### src/rtl/ascon_pkg.sv
// ---------------------------------------------------------------------------
// ascon_pkg
// Shared definitions for the ASCON message-data buffer: the writeback state
// encoding and the memory-region geometry constants.
// ---------------------------------------------------------------------------
package ascon_pkg;

  // Word index at which the buffer region starts in the Wishbone map.
  localparam int MEM_BASE_WORD = 18;
  // Number of 32-bit words held by the buffer.
  localparam int DEPTH         = 32;
  // Words per 64-bit core block.
  localparam int BLOCK_WORDS   = 2;

  // Writeback FSM: a returned cipher block is written as two 32-bit halves.
  typedef enum logic [1:0] {
    IDLE  = 2'd0,
    WB_LO = 2'd1,
    WB_HI = 2'd2
  } wb_state_e;

endpackage

### src/rtl/ascon_buf_mem.sv
// ---------------------------------------------------------------------------
// ascon_buf_mem
// DEPTH x 32-bit register array with one write port and two combinational
// read ports: a single-word port for Wishbone reads and a paired port that
// returns an aligned 64-bit block {mem[2k+1], mem[2k]}.
//
// Ports:
//   wb_clk_i   in   clock
//   wb_rst_i   in   asynchronous active-high reset, clears every word
//   we         in   write enable
//   waddr      in   write word address
//   wdata      in   write data
//   rd_addr    in   Wishbone read word address
//   rd_data    out  mem[rd_addr]
//   pair_idx   in   block index k (word address 2k)
//   pair_data  out  {mem[2k+1], mem[2k]}
// ---------------------------------------------------------------------------
module ascon_buf_mem #(
  parameter int DEPTH = 32,
  parameter int AW    = 5
) (
  input  logic          wb_clk_i,
  input  logic          wb_rst_i,
  input  logic          we,
  input  logic [AW-1:0] waddr,
  input  logic [31:0]   wdata,
  input  logic [AW-1:0] rd_addr,
  output logic [31:0]   rd_data,
  input  logic [AW-2:0] pair_idx,
  output logic [63:0]   pair_data
);

  logic [31:0] mem [DEPTH];

  // NOTE: the array is reset word-by-word because the buffer must read back
  // as all-zero after reset; this keeps it in flops rather than a RAM macro.
  always_ff @(posedge wb_clk_i or posedge wb_rst_i) begin
    if (wb_rst_i) begin
      for (int i = 0; i < DEPTH; i++) begin
        mem[i] <= '0;
      end
    end else if (we) begin
      mem[waddr] <= wdata;
    end
  end

  // Reads are combinational, so a read and a write to the same word in the
  // same cycle return the pre-write value.
  assign rd_data   = mem[rd_addr];
  assign pair_data = {mem[{pair_idx, 1'b1}], mem[{pair_idx, 1'b0}]};

endmodule

### src/rtl/ascon_block_buffer.sv
// ---------------------------------------------------------------------------
// ascon_block_buffer
// Message-data buffer between the Wishbone register slave and the ASCON
// core. Holds associated data and plain/cipher text, streams 64-bit blocks
// to the core on request and writes returned cipher blocks back in place.
// The Wishbone ack/data produced here are ORed with the register-slave
// outputs at the top level.
//
// Ports:
//   wb_clk_i       in   clock
//   wb_rst_i       in   asynchronous active-high reset
//   mem_req        in   cyc&stb qualified to the buffer region
//   mem_we         in   active-low write enable (0 = write, 1 = read)
//   wb_addr        in   word address within the buffer
//   datain_wb      in   byte-masked write data
//   mem_ack_o      out  Wishbone ack for the buffer region
//   mem_dat_o      out  Wishbone read data, zero when not acking
//   start          in   operation start pulse, rewinds both pointers
//   block_request  in   core asks for the next 64-bit block
//   block_o        out  {mem[p+1], mem[p]}, held until the next fetch
//   block_valid    out  one-cycle strobe, block_o freshly loaded
//   CTblock        in   cipher block from the core
//   CTv            in   CTblock valid strobe
//   wb_busy        out  writeback in progress
//   err_o          out  sticky: CTv arrived while a writeback was busy
// ---------------------------------------------------------------------------
module ascon_block_buffer #(
  parameter int DEPTH = ascon_pkg::DEPTH,
  parameter int AW    = $clog2(DEPTH)
) (
  input  logic          wb_clk_i,
  input  logic          wb_rst_i,
  input  logic          mem_req,
  input  logic          mem_we,
  input  logic [AW-1:0] wb_addr,
  input  logic [31:0]   datain_wb,
  output logic          mem_ack_o,
  output logic [31:0]   mem_dat_o,
  input  logic          start,
  input  logic          block_request,
  output logic [63:0]   block_o,
  output logic          block_valid,
  input  logic [63:0]   CTblock,
  input  logic          CTv,
  output logic          wb_busy,
  output logic          err_o
);

  import ascon_pkg::*;

  localparam logic [AW-1:0] PTR_STEP = AW'(BLOCK_WORDS);

  wb_state_e     state;
  logic [63:0]   hold;
  logic [AW-1:0] ct_ptr;
  logic [AW-1:0] rd_ptr;
  logic [AW-1:0] rd_base;
  logic          req_q;

  logic          accept;
  logic          mem_wr_en;
  logic [AW-1:0] mem_waddr;
  logic [31:0]   mem_wdata;
  logic [31:0]   mem_rd_data;
  logic [63:0]   mem_pair_data;

  // A held stb is accepted only once: the ack cycle itself blocks a re-accept.
  assign accept = mem_req && (state == IDLE) && !mem_ack_o;

  // A start in the same cycle as a pending fetch serves block 0.
  assign rd_base = start ? '0 : rd_ptr;

  // Writeback owns the write port outside IDLE; Wishbone writes are only
  // accepted in IDLE, so the two never collide.
  // NOTE: every signal gets a default before the case so no path leaves it
  // unassigned, which would otherwise infer a latch.
  always_comb begin
    mem_wr_en = 1'b0;
    mem_waddr = wb_addr;
    mem_wdata = datain_wb;
    case (state)
      WB_LO: begin
        mem_wr_en = 1'b1;
        mem_waddr = ct_ptr;
        mem_wdata = hold[31:0];
      end
      WB_HI: begin
        mem_wr_en = 1'b1;
        mem_waddr = {ct_ptr[AW-1:1], 1'b1};
        mem_wdata = hold[63:32];
      end
      default: begin
        mem_wr_en = accept && !mem_we;
      end
    endcase
  end

  ascon_buf_mem #(
    .DEPTH (DEPTH),
    .AW    (AW)
  ) u_mem (
    .wb_clk_i  (wb_clk_i),
    .wb_rst_i  (wb_rst_i),
    .we        (mem_wr_en),
    .waddr     (mem_waddr),
    .wdata     (mem_wdata),
    .rd_addr   (wb_addr),
    .rd_data   (mem_rd_data),
    .pair_idx  (rd_base[AW-1:1]),
    .pair_data (mem_pair_data)
  );

  // Block fetch: the request is registered first, the block is loaded on
  // the following edge from the (possibly rewound) read pointer.
  // NOTE: sequential state uses non-blocking assignments so every flop
  // samples pre-edge values regardless of statement order.
  always_ff @(posedge wb_clk_i or posedge wb_rst_i) begin
    if (wb_rst_i) begin
      req_q       <= 1'b0;
      rd_ptr      <= '0;
      block_o     <= '0;
      block_valid <= 1'b0;
    end else begin
      req_q       <= block_request;
      block_valid <= req_q;
      if (req_q) begin
        block_o <= mem_pair_data;
        rd_ptr  <= rd_base + PTR_STEP;
      end else if (start) begin
        rd_ptr <= '0;
      end
    end
  end

  // Writeback FSM with registered busy/error outputs.
  always_ff @(posedge wb_clk_i or posedge wb_rst_i) begin
    if (wb_rst_i) begin
      state   <= IDLE;
      hold    <= '0;
      ct_ptr  <= '0;
      wb_busy <= 1'b0;
      err_o   <= 1'b0;
    end else begin
      case (state)
        IDLE: begin
          if (CTv) begin
            hold    <= CTblock;
            state   <= WB_LO;
            wb_busy <= 1'b1;
          end
        end
        WB_LO: begin
          state <= WB_HI;
        end
        WB_HI: begin
          state   <= IDLE;
          wb_busy <= 1'b0;
          ct_ptr  <= ct_ptr + PTR_STEP;
        end
        default: begin
          state   <= IDLE;
          wb_busy <= 1'b0;
        end
      endcase
      if (start) begin
        ct_ptr <= '0;
      end
      // A CTv dropped during a busy writeback outranks a same-cycle start.
      err_o <= (err_o && !start) || (CTv && (state != IDLE));
    end
  end

  // Wishbone response: single-cycle ack, read data only during the ack.
  always_ff @(posedge wb_clk_i or posedge wb_rst_i) begin
    if (wb_rst_i) begin
      mem_ack_o <= 1'b0;
      mem_dat_o <= '0;
    end else begin
      mem_ack_o <= accept;
      mem_dat_o <= (accept && mem_we) ? mem_rd_data : '0;
    end
  end

endmodule

### config.mk
export PLATFORM = sky130hd
export DESIGN_NAME = ascon_block_buffer
export DESIGN_NICKNAME = d
export VERILOG_FILES = /design/src/rtl/ascon_pkg.sv /design/src/rtl/ascon_buf_mem.sv /design/src/rtl/ascon_block_buffer.sv
export SDC_FILE = /design/constraint.sdc
export NUM_CORES = 2
export LEC_CHECK = 0
export BUFFER_PORTS_ARGS = -buffer_cell sky130_fd_sc_hd__buf_2
export CORE_MARGIN = 3
export CORE_UTILIZATION = 45
export DETAILED_ROUTE_END_ITERATION = 10
export HOLD_SLACK_MARGIN = 0.08
export PLACE_DENSITY = 0.61
export SYNTH_ARGS = -nofsm -noshare
export SYNTH_HDL_FRONTEND = slang
export SYNTH_SLANG_ARGS = --single-unit
### constraint.sdc
create_clock -name wb_clk_i -period 79.8 [get_ports wb_clk_i]
set_clock_uncertainty 0.1 [all_clocks]
set_input_delay 11.97 -clock wb_clk_i [delete_from_list [all_inputs] [get_ports wb_clk_i]]
set_output_delay 11.97 -clock wb_clk_i [all_outputs]
set_load 0.02 [all_outputs]
==> results.sh <==
export IMPL_power_frac_comb_pct=36.8
export IMPL_grt_start_max_net_pins=161
export IMPL_synth_area_per_cell_um2=13.3
export IMPL_grt_antenna_before_repair=9
export IMPL_leakage_uw=0.0305
export IMPL_status="complete, no violations"
export IMPL_iter_0_drt_violations=4852
export IMPL_min_path_cells=1
export IMPL_path_cells="clkbuf_8 > inv_2 > buf_4 > a32o_1 > nand2b_1 > nor2_4 > buf_4 > mux2_2"
export IMPL_starting_density_of_the_core_pct=45.6
export IMPL_routed_via_count=43000
export IMPL_fill_cells=11800
export IMPL_async_reset_ff_share_pct=100
export IMPL_height_of_the_die_um=377
export IMPL_cts_hold_repair_buffers=0
export IMPL_slew_viol_final=0
export IMPL_clkSinkCount=1199
export IMPL_swShare_pct=37.1
export IMPL_worstMarginPinSlew_ns=1.20
export IMPL_port_buffers=207
export IMPL_detailedPlacementHpwl_mm=120
export IMPL_max_slew_margin_rel_pct=20.1
export IMPL_clock_latency_ns=0.78
export IMPL_maxCapViolations=0
export IMPL_power_frac_seq_pct=39.1
export IMPL_syn_nets=4798
export IMPL_cp_max_fo=66
export IMPL_worstSetupPathDepth=8
export IMPL_worst_path_largest_cell_delay_ns=0.87
export IMPL_reg2regPathDepth=6
export IMPL_finalSetupTns_ns=0
export IMPL_grt_overflow_total=0
export IMPL_synthesis_area_mm2=0.0620
export IMPL_peakVddDrop_v=0.0000409
export IMPL_yosysSeqAreaShare_pct=48.4
export IMPL_synth_enable_flop_cells=0
export IMPL_track_usage_pct=29.8
export IMPL_internal_power_uw=1640
export IMPL_tritoncts="yes"
export IMPL_mostFrequentLayoutCells="dfrtp_1, mux2_2, mux4_2, nand2_1, nor2_1"
export IMPL_yosys_register_bits=1199
export IMPL_synth_warnings=0
export IMPL_postCtsResizedCells=0
export IMPL_areaGrowthSynthToFinish_pct=10.9
export IMPL_grt_pass1_wl_mm=309
export IMPL_drt_vias_per_instance=6.57
export IMPL_htreeDepth=4
export IMPL_setup_violations_final=0
export IMPL_net_switching_power_uw=967
export IMPL_fmax_ghz=0.0661
export IMPL_tritoncts_num_buffers=135
export IMPL_timing_critical_path_max_delay_family="buffers and inverters"
export IMPL_arrival_ns=15.66
export IMPL_layout_drive_gt1_share_pct=42.4
export IMPL_number_of_search_and_repair_iterations_in_the_first_detailed_routing_pass=5
export IMPL_cp_data_required_time_ns=80.34
export IMPL_standard_cell_rows=135
export IMPL_setup_repair_after_global_routing_missed_its_margin="false"
export IMPL_routed_wirelength_mm=212
export IMPL_cts_root_buffer="clkbuf_16"
export IMPL_timing_critical_path_slowest_stage_cell="nor2_4"
export IMPL_critical_path_buf_inv_count=4
export IMPL_fp_coreArea_mm2=0.136
export IMPL_main_synth_ff_type="dfrtp_1"
export IMPL_cellPowerDensity_mw_per_mm2=37.9
export IMPL_cp_common_cell="buf_4"
export IMPL_layout_cells_most_common="dfrtp_1"
export IMPL_drtAntennaViolNets=0
export IMPL_fin_cells=6550
export IMPL_route_detailed_drc=0
export IMPL_first_global_vias=43000
export IMPL_finalHoldViolations=0
export IMPL_hold_path_class="flop to flop"
export IMPL_clock_tree_buffer_depth=3
export IMPL_final_min_clock_period_ns=15.12
export IMPL_floorplan_die_area_mm2=0.142
export IMPL_final_net_count=4775
export IMPL_pwr_share_clk_pct=24.1
export IMPL_io_pins=208
export IMPL_syn_inst=4682
export IMPL_unique_cell_type_count_in_the_yosys_netlist=52
export IMPL_final_period_utilization_pct=18.9
export IMPL_end_kind="flop"
export IMPL_die_width_um=377
export IMPL_post_cts_buffers=0
export IMPL_gp_congestion=0.826
export IMPL_cp_start_kind="input port"
export IMPL_place_inst=6303
export IMPL_timing_setup_critical_path_class="input port to flop"
export IMPL_worst_setup_hold_path_clk_slew_ns=0.06
export IMPL_detail_route_wl_per_cell_um=32.4
[sequential cells by signal, summed over array words and instances (netlist names)]
register / cells
rd_ptr: 4
req_q: 1
block_valid: 1
ct_ptr: 4
state: 2
u_mem.mem: 1024
mem_dat_o: 32
wb_busy: 1
err_o: 1
hold: 64
block_o: 64
mem_ack_o: 1
[power groups by stage]
stage | Sequential (uW) | Combinational, uW | Clock, uW
final | 1020 | 961 | 628
after global routing | 1040 | 1020 | 660
after CTS | 1010 | 953 | 637
after detailed placement | 1020 | 950 | 0
after global placement | 1010 | 938 | 0
after floorplan | 973 | 668 | 0
[through the flow]
step                setup slack [ns]  hold WS [ns]  total power [uW]  instance area (um^2)  utilization [%]
floorplan                      33.95         0.252              1640                 62000                -
global placement               64.03         0.388              1950                 64300             47.3
detailed placement             64.02         0.389              1970                 64300             47.3
CTS                            64.82         0.407              2600                 68800             50.5
global route                   64.49         0.419              2720                 68800             50.5
finish                         64.68         0.405              2610                 68800             50.5
[synth_stat cells, drive strengths merged (4+ instances only)]
cell        n  area [um^2]
nand2b     72          450
a2bb2oi     4         47.6
nand2     342         1280
xnor2       4         35.0
a2111oi     4         35.0
mux2i     190         1900
dfrtp    1199        30000
buf       264         1560
mux4      351         7920
or2         8         50.1
mux2     1099        12500
a21oi     157          786
nor3       31          155
nor4        4         25.0
a211oi      6         45.0
nor2      253          966
a41oi      61          534
a32oi      62          543
ha          8          100
o22ai     127          795
nand3      69          345
o221ai     63          552
and2        9         56.3
a22oi      32          240
clkbuf    220          826
inv        16         60.1
[final cells by class]
| type | instances | area (um^2) | share of cell area, % |
|---|---|---|---|
| Antenna cell | 2 | 5.00 | 0.00727 |
| Clock buffer | 209 | 4130 | 6.00 |
| Clock inverter | 36 | 317 | 0.460 |
| Inverter | 16 | 70.1 | 0.102 |
| Multi-Input combinational cell | 2983 | 30000 | 43.7 |
| Sequential cell | 1199 | 30000 | 43.6 |
| Tap cell | 1781 | 2230 | 3.24 |
| Timing Repair Buffer | 324 | 1990 | 2.89 |
[cells by family after synthesis]
kind of cell	synth area share [%]
compound gates	5.96
xor+xnor	0.0847
fa+ha+maj	0.161
buf+inv	3.94
flops	48.4
mux	36.0
simple gates	5.48
[worst reg2reg max path, delay by kind of cell (launching register included)]
kind / cells / cell delay (ns)
and+or+nand+nor: 2 / 1.29
buffers and inverters: 2 / 1.85
DFF: 1 / 0.92
AOI/OAI and AO/OA: 2 / 0.42
[routing by layer]
metal / wire [um] / share of wire, % / vias up / GRT usage (%)
met5: 67 / 0.032 / - / 0
met2: 96900 / 46 / 2130 / 46.1
met4: 7850 / 3.7 / 10 / 10.5
met1: 88800 / 42 / 23000 / 41.4
met3: 18700 / 8.8 / 455 / 6.83
li1: - / - / 17400 / -
[worst paths after layout]
path | start | endpoint | slack (ns)
worst min register to register | hold[5]$_DFFE_PP0P_ | hold[5]$_DFFE_PP0P_ | 0.41
worst max register to register | rd_ptr[3]$_DFF_PP0_ | block_o[39]$_DFFE_PP0P_ | 75.04
worst max-delay path | wb_addr[0] | u_mem.mem[422]$_DFFE_PP0P_ | 64.68
max in group asynchronous | wb_rst_i | req_q$_DFF_PP0_ | 64.99
min in group asynchronous | wb_rst_i | u_mem.mem[453]$_DFFE_PP0P_ | 11.25
worst min-delay path | hold[5]$_DFFE_PP0P_ | hold[5]$_DFFE_PP0P_ | 0.41
No activity file was read; power rests on OpenSTA's default activity.
